**src/rtl/mac_vector_accumulator.sv**
```systemverilog
// Sequential dot-product stage: accumulates 4x4 multiplier products over a
// valid/ready input stream and presents each finished vector sum downstream.
module mac_vector_accumulator #(
    parameter int LEN   = 4,
    parameter int ACC_W = 8 + $clog2(LEN)
) (
    input  logic             clk,
    input  logic             rst_n,
    input  logic             in_valid,
    output logic             in_ready,
    input  logic [3:0]       in_a,
    input  logic [3:0]       in_b,
    input  logic             in_last,
    input  logic             clear,
    output logic [3:0]       mul_a,
    output logic [3:0]       mul_b,
    input  logic [7:0]       mul_p,
    output logic             out_valid,
    input  logic             out_ready,
    output logic [ACC_W-1:0] out_sum,
    output logic [4:0]       out_terms
);

    typedef enum logic {ACCUM = 1'b0, DONE = 1'b1} state_t;

    state_t           state, state_n;
    logic [ACC_W-1:0] acc;
    logic [4:0]       cnt;
    logic [ACC_W-1:0] acc_sum;
    logic             accept;
    logic             fin;

    // Operands go straight to the external multiplier regardless of handshake.
    assign mul_a   = in_a;
    assign mul_b   = in_b;
    assign acc_sum = acc + {{(ACC_W-8){1'b0}}, mul_p};
    assign accept  = in_valid && in_ready;
    assign fin     = accept && ((cnt == 5'(LEN-1)) || in_last);

    always_ff @(posedge clk) begin
        if (!rst_n) state <= ACCUM;
        else        state <= state_n;
    end

    always_comb begin
        state_n   = state;
        in_ready  = (state == ACCUM);
        out_valid = (state == DONE);
        case (state)
            ACCUM: if (fin) state_n = DONE;
            DONE:  if (out_ready) state_n = ACCUM;
            default: state_n = ACCUM;
        endcase
        // Abort wins over any accept or pending result in the same cycle.
        if (clear) state_n = ACCUM;
    end

    always_ff @(posedge clk) begin
        if (!rst_n) begin
            acc       <= '0;
            cnt       <= '0;
            out_sum   <= '0;
            out_terms <= '0;
        end else if (clear) begin
            acc <= '0;
            cnt <= '0;
        end else if (accept) begin
            if (fin) begin
                out_sum   <= acc_sum;
                out_terms <= cnt + 5'd1;
                acc       <= '0;
                cnt       <= '0;
            end else begin
                acc <= acc_sum;
                cnt <= cnt + 5'd1;
            end
        end
    end

endmodule
```
**config.mk**
```make
export PLATFORM = sky130hd
export DESIGN_NAME = mac_vector_accumulator
export DESIGN_NICKNAME = d
export VERILOG_FILES = /design/src/rtl/mac_vector_accumulator.sv
export SDC_FILE = /design/constraint.sdc
export NUM_CORES = 1
export LEC_CHECK = 0
export ABC_AREA = 1
export CAP_MARGIN = 10
export CORE_UTILIZATION = 48
export CTS_CLUSTER_DIAMETER = 100
export DETAILED_ROUTE_END_ITERATION = 16
export GPL_TIMING_DRIVEN = 0
export HOLD_SLACK_MARGIN = 0.1
export PLACE_DENSITY = 0.89
export REMOVE_ABC_BUFFERS = 1
export SETUP_SLACK_MARGIN = 0.5
export SLEW_MARGIN = 30
export SYNTH_ARGS = -nofsm -noshare
export SYNTH_HDL_FRONTEND = slang
export SYNTH_SLANG_ARGS = --single-unit
```
**constraint.sdc**
```tcl
create_clock -name clk -period 1.8 [get_ports clk]
set_input_delay 0.18 -clock clk [delete_from_list [all_inputs] [get_ports clk]]
set_output_delay 0.18 -clock clk [all_outputs]
set_load 0.01 [all_outputs]
```
==> run metrics <==
outcome=finished, final reports clean; core area=about 3400 µm²; TritonCTS clock tree=done; drt wl/cell=approximately 20 µm; Via Count=1954; synthesized area=~1700 µm²; met1 Track Usage GR=30.2%; gr busiest metal=met2; # rows=21; clock skew=0.00664 ns; max_cap viols=0; Worst Path Required=2.08 ns; Distinct cells, synth=28; CP Capture Type=flip-flop; endpoints failing setup=0; ANT cells=0; cell taking the most area after synthesis=dfxtp_1; crit path buf inv count=3; Final GP Congestion=about 0.85; Synth Warn #=0; Yosys top cell area share=between 30% and 40%; most frequent cell after synthesis=nand2_1; Crit Path Max Fanout=3; largest net degree at the start of global routing=17; # DRC=0; area grow syn2layout=57.1%; Leakage=1.17 nW; grt ovf=0; IO Port Bufs=30; Slew @ Worst Pin=0.791 ns; Seq/Total Area, Yosys=approximately 36%; ys flop type=dfxtp_1; drt total wl=6.45 mm; vias in the first global route=1679; Hold Fails Final Rpt=0; final core occ=79.5%; clock root buffer=clkbuf_4; TritonCTS Buffers=5; CTS Sinks=31; Post-Syn Instances=231; RSZ-0062 raised after global routing=true; CP Class=input port to flip-flop; crit path time final=1.75 ns; Synth top cells by count=nand2_1, dfxtp_1, nor2_1; slowest cell on the critical path=clkdlybuf4s50_1; Seq cells post-synth=31; Die Area=3790 µm²; Avg Cell Area, Syn=7.37 µm²; layout cells sized above 1=40.5%; clock-pin transition on the worst setup and hold timing paths=0.10 ns; Starting Density=roughly half; Worst-Skew Late Latency=approximately 0.36 ns; HPWL Detailed=2.43 mm; die width=61.5 µm; Tcrit/Tclk final=a little over nine tenths; I/O pin cnt=47; Area contributors post-synth=dfxtp_1, nand2_1, ha_1; VDD IR max=roughly 0.00064 V; number of synthesized flops with an enable pin=0; pwr dens=627 nW/µm²; first-pass GRT wire length=7.62 mm; post-place setup slack=-0.386 ns; GR Util met3=between 10% and 20%; crit-path leading delay family=buffers and inverters; CP startpoint kind=input port; worst-path cell chain=clkdlybuf4s50_1 > inv_1 > fa_2 > o21ai_4 > buf_4 > xor2_2 > nand2_1 > a21oi_1; Antenna Nets Post-Route=0; nets@finish=315; Iteration-0 DRC Markers=179; largest stage delay on the critical path=0.59 ns; # fillers=223; Max Clock Freq=0.571 GHz; initial antenna violation count=0; met2 usage=around half; CTS H-tree depth=2; FFs w/ async S/R, synth=0%; gr usage total=28.9%; setup slack after layout=0.0473 ns; Die Y=~60 µm; WP data arrival=2.03 ns; Slew headroom=47.2%; Setup TNS=0 ns; Via-to-Cell Ratio=a little under 6; 1st-pass router iterations=5; HP Class=input port to primary output; Final Slew Violations=0; CTS Buffer Depth=2
state kept, by name (all words and copies together), names as in the netlist:
name and cells:
acc 10, out_sum 10, cnt 5, out_terms 5
out_valid 1
metrics by stage:
step | cells | area [µm²] | power, W | hold slack [ns]
floorplan | 217 | 1600 | 0.000858 | 0.319
global placement | 293 | 1960 | 0.000950 | 0.360
detailed placement | 293 | 1960 | 0.000955 | 0.360
CTS | 322 | 2420 | 0.00158 | 0.360
global route | 330 | 2670 | 0.00173 | 0.360
finish | 330 | 2670 | 0.00168 | 0.360
final cells by class:
class / instances / area [µm²] / share of cell area [%]
timing repair buffer: 58 / 517 / 19.3
tap: 46 / 57.6 / 2.15
multi-input combinational: 164 / 1270 / 47.7
sequential: 31 / 642 / 24.0
clock buffer: 6 / 51.3 / 1.92
inverter: 23 / 96.3 / 3.60
clock inverter: 2 / 35.0 / 1.31
repair_timing:
action | 4_1_cts | 5_1_grt
hold buffers | 0 | 0
gates cloned | 1 | 0
pin swaps | 21 | 34
buffers inserted | 20 | 8
gates resized for setup | 67 | 54
setup endpoints to repair | 48 | 30
routing by layer:
metal / vias to the layer above / part of all wire (%)
met5: - / 0
met4: 0 / 6.8
met3: 45 / 9.6
met2: 187 / 49
met1: 881 / 35
li1: 841 / -
cell families after synthesis:
family                   synth area share, %
adder cells (fa/ha/maj)                 7.79
buffers and inverters                   11.0
XOR/XNOR                                3.09
flip-flops                              36.5
AND/OR/NAND/NOR                         26.3
AO/OA/AOI/OAI                           15.3
path summary, 6_finish.rpt:
kind,from,endpoint,slack (ns),cells after the start
max,mul_p[1],acc[4],0.05,8
min reg2reg,acc[4],acc[4],0.50,2
min,in_a[0],mul_a[0],0.36,0
max reg2reg,acc[0],acc[4],0.06,8
layout by cell type (no fill, tap or decap), types with 5 or more instances in the layout:
master	synthesis	layout
o21ai_2	0	6
a21oi_1	18	15
ha_4	0	9
clkbuf_4	0	5
nor2_2	0	7
dfxtp_2	0	8
inv_1	21	18
buf_4	9	23
nand2_1	52	39
clkdlybuf4s50_1	0	9
o21a_1	5	5
o21ai_1	13	6
nand2_2	2	10
nand3_1	13	8
nor2_4	1	5
nor2_1	28	18
nand2_4	1	5
dlygate4sd2_1	0	19
dfxtp_1	31	20
a21oi_2	3	5
power by group:
group          leakage [nW]  internal (W)  switching [W]
Clock                0.0482      0.000328       0.000271
Sequential            0.258      0.000706      0.0000166
Combinational         0.861      0.000160       0.000195
Total                  1.17       0.00119       0.000482
(Power assumes the default switching activity.)
